==> src/rtl/factorial_arbiter.sv <==
// rtl/factorial_arbiter.sv - round-robin arbiter sharing one factorial unit among NREQ requesters
// Grants, issues the operand, waits for done under a watchdog, returns the result with an ack pulse.
module factorial_arbiter #(
   parameter int NREQ    = 4,
   parameter int IDW     = $clog2(NREQ),
   parameter int TIMEOUT = 255
) (
   input  logic                 clk,
   input  logic                 reset_n,
   input  logic [NREQ-1:0]      req,
   input  logic [4*NREQ-1:0]    req_data,
   output logic [NREQ-1:0]      ack,
   output logic [15:0]          result,
   output logic [IDW-1:0]       result_id,
   output logic                 err,
   output logic                 busy,
   output logic                 fu_start,
   output logic [3:0]           fu_data,
   input  logic                 fu_done,
   input  logic [15:0]          fu_fact
);

   typedef enum logic [2:0] {
      ST_IDLE,
      ST_ISSUE,
      ST_WAIT,
      ST_RESP,
      ST_DRAIN
   } state_t;

   localparam logic [7:0] WDOG_LIMIT = 8'(TIMEOUT);

   state_t          state_q;
   logic [IDW-1:0]  rr_ptr_q;
   logic [IDW-1:0]  gnt_q;
   logic [7:0]      wdog_q;
   logic [NREQ-1:0] ack_q;
   logic [15:0]     result_q;
   logic [IDW-1:0]  result_id_q;
   logic            err_q;
   logic            busy_q;
   logic            fu_start_q;
   logic [3:0]      fu_data_q;

   logic [3:0]      req_data_a [NREQ];
   logic            hit_d;
   logic [IDW-1:0]  gnt_d;
   logic [3:0]      op_d;
   logic [IDW-1:0]  idx_d;
   logic [IDW-1:0]  rr_next_d;
   logic [7:0]      wdog_d;

   always_comb begin
      for (int i = 0; i < NREQ; i++) begin
         req_data_a[i] = req_data[4*i +: 4];
      end
   end

   // First set request bit scanning rr_ptr, rr_ptr+1, ... modulo NREQ.
   always_comb begin
      hit_d = 1'b0;
      gnt_d = '0;
      op_d  = '0;
      idx_d = '0;
      for (int k = 0; k < NREQ; k++) begin
         idx_d = IDW'((int'(rr_ptr_q) + k) % NREQ);
         if (!hit_d && req[idx_d]) begin
            hit_d = 1'b1;
            gnt_d = idx_d;
            op_d  = req_data_a[idx_d];
         end
      end
   end

   assign rr_next_d = (gnt_q == IDW'(NREQ - 1)) ? '0 : gnt_q + IDW'(1);
   assign wdog_d    = wdog_q + 8'd1;

   always_ff @(posedge clk or negedge reset_n) begin
      if (!reset_n) begin
         state_q     <= ST_IDLE;
         rr_ptr_q    <= '0;
         gnt_q       <= '0;
         wdog_q      <= '0;
         ack_q       <= '0;
         result_q    <= '0;
         result_id_q <= '0;
         err_q       <= 1'b0;
         busy_q      <= 1'b0;
         fu_start_q  <= 1'b0;
         fu_data_q   <= '0;
      end else begin
         ack_q <= '0;
         err_q <= 1'b0;
         case (state_q)
            ST_IDLE: begin
               if (hit_d) begin
                  gnt_q      <= gnt_d;
                  fu_data_q  <= op_d;
                  fu_start_q <= 1'b1;
                  busy_q     <= 1'b1;
                  state_q    <= ST_ISSUE;
               end
            end
            ST_ISSUE: begin
               wdog_q  <= '0;
               state_q <= ST_WAIT;
            end
            ST_WAIT: begin
               // A done arriving in the same cycle the watchdog expires still wins.
               if (fu_done) begin
                  result_q    <= fu_fact;
                  err_q       <= 1'b0;
                  ack_q       <= NREQ'(1) << gnt_q;
                  result_id_q <= gnt_q;
                  fu_start_q  <= 1'b0;
                  state_q     <= ST_RESP;
               end else begin
                  wdog_q <= wdog_d;
                  if (wdog_d == WDOG_LIMIT) begin
                     result_q    <= '0;
                     err_q       <= 1'b1;
                     ack_q       <= NREQ'(1) << gnt_q;
                     result_id_q <= gnt_q;
                     fu_start_q  <= 1'b0;
                     state_q     <= ST_RESP;
                  end
               end
            end
            ST_RESP: begin
               rr_ptr_q <= rr_next_d;
               state_q  <= ST_DRAIN;
            end
            ST_DRAIN: begin
               // Level done must fall before the next grant so it cannot complete it.
               if (!fu_done) begin
                  busy_q  <= 1'b0;
                  state_q <= ST_IDLE;
               end
            end
            default: begin
               fu_start_q <= 1'b0;
               busy_q     <= 1'b0;
               state_q    <= ST_IDLE;
            end
         endcase
      end
   end

   assign ack       = ack_q;
   assign result    = result_q;
   assign result_id = result_id_q;
   assign err       = err_q;
   assign busy      = busy_q;
   assign fu_start  = fu_start_q;
   assign fu_data   = fu_data_q;

endmodule
==> config.mk <==
export PLATFORM = sky130hd
export DESIGN_NAME = factorial_arbiter
export DESIGN_NICKNAME = d
export VERILOG_FILES = /design/src/rtl/factorial_arbiter.sv
export SDC_FILE = /design/constraint.sdc
export NUM_CORES = 1
export LEC_CHECK = 0
export ABC_CLOCK_PERIOD_IN_PS = 2600
export CAP_MARGIN = 10
export CORE_MARGIN = 1.5
export CORE_UTILIZATION = 50
export DETAILED_ROUTE_END_ITERATION = 12
export PLACE_DENSITY = 0.81
export SYNTH_ARGS = -nofsm -noshare
export SYNTH_HDL_FRONTEND = slang
export SYNTH_SLANG_ARGS = --single-unit
export TNS_END_PERCENT = 1
==> constraint.sdc <==
create_clock -name clk -period 2.6 [get_ports clk]
set_clock_uncertainty 0.05 [all_clocks]
set_input_delay 0.26 -clock clk [delete_from_list [all_inputs] [get_ports clk]]
set_output_delay 0.26 -clock clk [all_outputs]
set_load 0.1 [all_outputs]
==> impl_metrics.py <==
metrics = {
    "power": {
        "netSwitchingFraction": 0.542,
        "power_density_nw_per_um2": 1190,
        "p_sw_mw": 2.26,
        "p_clk_frac": 0.097,
        "vdd_drop_max_mv": 0.688,
        "internal_power_mw": 1.91,
        "comb_power_share": 0.627,
        "seqPwrFrac": 0.275,
        "p_leak_nw": 1.51,
    },
    "cts": {
        "cts_tree": "yes",
        "cts.clk_slew.worst_paths_ps": 80,
        "clk_latency_ps": 290,
        "cts_inserted_buffers": 5,
        "clkSinkCount": 44,
        "cts_max_level": 2,
        "cts_setup_buffers": 0,
        "clockBufferDepth": 2,
        "root_buffer": "clkbuf_8",
    },
    "timing": {
        "final_hold_viol_count": 0,
        "tightest_slew_ps": 975,
        "timing.fmax_mhz": 448,
        "period_needed_ps": 2230,
        "fin_crit_sh": 0.859,
        "layout_setup_ws_ps": 368,
        "final-max-slew-violation-count": 0,
        "max_slew_margin": 0.350,
        "setup_tns_ps": 0,
        "rsz0062_at_grt": "no",
        "setup_violations": 0,
    },
    "drt": {
        "drtAntennaViolNets": 0,
        "vias_per_cell": 5.81,
        "avgRoutedWirePerCell_um": 15.0,
        "vias": 2533,
        "drt_iter0_markers": 198,
        "drt_first_pass_iters": 4,
        "routed_wl_um": 6520,
        "drc": 0,
    },
    "synthesis": {
        "seq_area_frac_synth": 0.395,
        "synth_flop_cell": "dfrtp_1",
        "synth_enable_flop_cells": 0,
        "yosysWarnings": 0,
        "ys_async_sr_fraction": 1.00,
        "ys_seq_elements": 44,
        "post-synth-top-area-cell": "dfrtp_1",
        "synth_top_area_share": 0.395,
        "synth.net_count": 351,
        "post_synth.cell_area_avg_um2": 9.11,
        "syn_inst": 306,
        "synth_cell_type_count": 48,
        "syn_area_um2": 2790,
        "ys_top_cells_by_area": "dfrtp_1 (40%), o21ai_0 (5.9%), nand2b_1 (5.2%)",
    },
    "setup_path": {
        "critPathSlowestCell": "dfrtp_1",
        "crit_chain": "or3b_2 -> a2111oi_0 -> nand2b_1 -> nand2b_1 -> o31a_1",
        "critPathArrivalTime_ps": 2410,
        "path_delay_family": "simple AND/OR/NAND/NOR gates",
        "crit_type": "reg -> reg",
        "end_kind": "register",
        "crit_fanout": 17,
        "cp_data_required_time_ps": 2780,
        "path_buf_inv": 0,
        "cpMostUsedCell": "nand2b_1",
        "max_stage_delay_ps": 590,
        "start_kind": "register",
    },
    "outcome": {
        "status": "finished clean",
    },
    "finish": {
        "fill_cells": 431,
        "areaGrowthSynthToFinish_pct": 26.0,
        "drive_gt1_frac": 0.169,
        "fin_nets": 411,
        "mostFrequentLayoutCell": "dfrtp_1",
        "regArea_um2": 1100,
        "final_cell_mix": "dfrtp_1 (44), clkdlybuf4s50_1 (37), buf_4 (37)",
        "antenna_cells": 0,
        "multi_input_area_um2": 1560,
    },
    "run": {
        "maxCapViolations": 0,
    },
    "hold_path": {
        "hold_class": "in -> async",
    },
    "place": {
        "io_buffers": 67,
        "dp_slack_ps": 3.05,
        "place_hpwl_um": 4690,
        "gp_congestion": 0.861,
    },
    "floorplanning": {
        "rows": 26,
        "ios": 68,
        "core_area_um2": 5240,
        "die_w_um": 77.7,
        "dieArea_um2": 6030,
        "fp.dieH_um": 77.7,
        "floorplan.initialDensity": 0.532,
    },
    "global_route": {
        "grt_max_degree": 45,
        "grt_pass1_wl_um": 11500,
        "gr-total-overflow": 0,
        "grt_pass1_vias": 2512,
        "antenna_found_initial": 0,
        "grt_usage": 0.236,
    },
}
==> repair_timing <==
item | 4_1_cts | 5_1_grt
gates resized for setup | 1 | 0
hold buffers | 0 | 0
endpoints found under the setup margin | 4 | 0
==> per-layer routing <==
layer / global-route usage / wire length, um / vias to the layer above
met5: 0 / 0 / -
met4: 0.0764 / 110 / 0
met3: 0.0400 / 299 / 10
met2: 0.370 / 3150 / 67
met1: 0.330 / 2960 / 1222
li1: - / - / 1234
==> stage by stage <==
step | instances | utilization | total power [mW] | cell area [um^2] | hold slack, ps
3_5_place_dp | 429 | 0.655 | 3.77 | 3430 | 422
3_3_place_gp | 429 | 0.655 | 3.73 | 3430 | 415
6_report | 436 | 0.671 | 4.17 | 3510 | 72.7
5_1_grt | 436 | 0.671 | 4.45 | 3510 | 154
2_1_floorplan | 306 | - | 3.19 | 2790 | -85.6
4_1_cts | 436 | 0.671 | 4.19 | 3510 | 104
==> cells by family (layout without fill, tap and decap cells) <==
family / after synthesis / after routing / synth area share
simple gates: 102 / 102 / 0.194
compound gates: 99 / 99 / 0.236
flops: 44 / 44 / 0.395
buf+inv: 31 / 91 / 0.0462
mux: 20 / 20 / 0.0894
fa+ha+maj: 6 / 6 / 0.0269
xor+xnor: 4 / 4 / 0.0126
==> final timing paths <==
kind	from	end	slack, ps	depth (start not counted)
max	rr_ptr_q[0]	fu_data[0]	370	5
min	reset_n	state_q[1]	70	1
max reg2reg	rr_ptr_q[0]	fu_data[0]	370	5
min reg2reg	fu_start	fu_start	490	2
max in group asynchronous	reset_n	result[1]	1820	1
min in group clk	fu_start	fu_start	490	2
==> cell usage after synthesis (6+ instances only) <==
library cell  count
dfrtp_1          44
o21ai_0          33
nand2_1          24
nand2b_1         23
nor2_1           23
a22oi_1          16
clkbuf_1         14
a21oi_1          13
inv_1             9
mux2_2            9
mux2i_1           8
nand3_1           7
ha_1              6
nor2b_1           6
==> registers in the layout, indices dropped and copies added (netlist names), 2 cells and up <==
signal,count
result,16
wdog_q,8
ack,4
fu_data,4
state_q,3
gnt_q,2
result_id,2
rr_ptr_q,2
==> final cells by class <==
| class | count | share of cell area |
|---|---|---|
| multi-input combinational | 231 | 0.444 |
| sequential | 44 | 0.314 |
| timing repair buffer | 75 | 0.186 |
| tap | 70 | 0.0249 |
| clock buffer | 6 | 0.0207 |
| inverter | 9 | 0.00962 |
| clock inverter | 1 | 0.00143 |
==> power groups by stage <==
stage               Sequential, mW  Clock (mW)  Combinational (mW)
finish                        1.15       0.405                2.62
global route                  1.19       0.442                2.82
CTS                           1.15       0.415                2.62
detailed placement            1.16           0                2.61
global placement              1.15           0                2.58
floorplan                     2.06           0                1.13
Note: power is estimated with default switching activity, not from simulation.
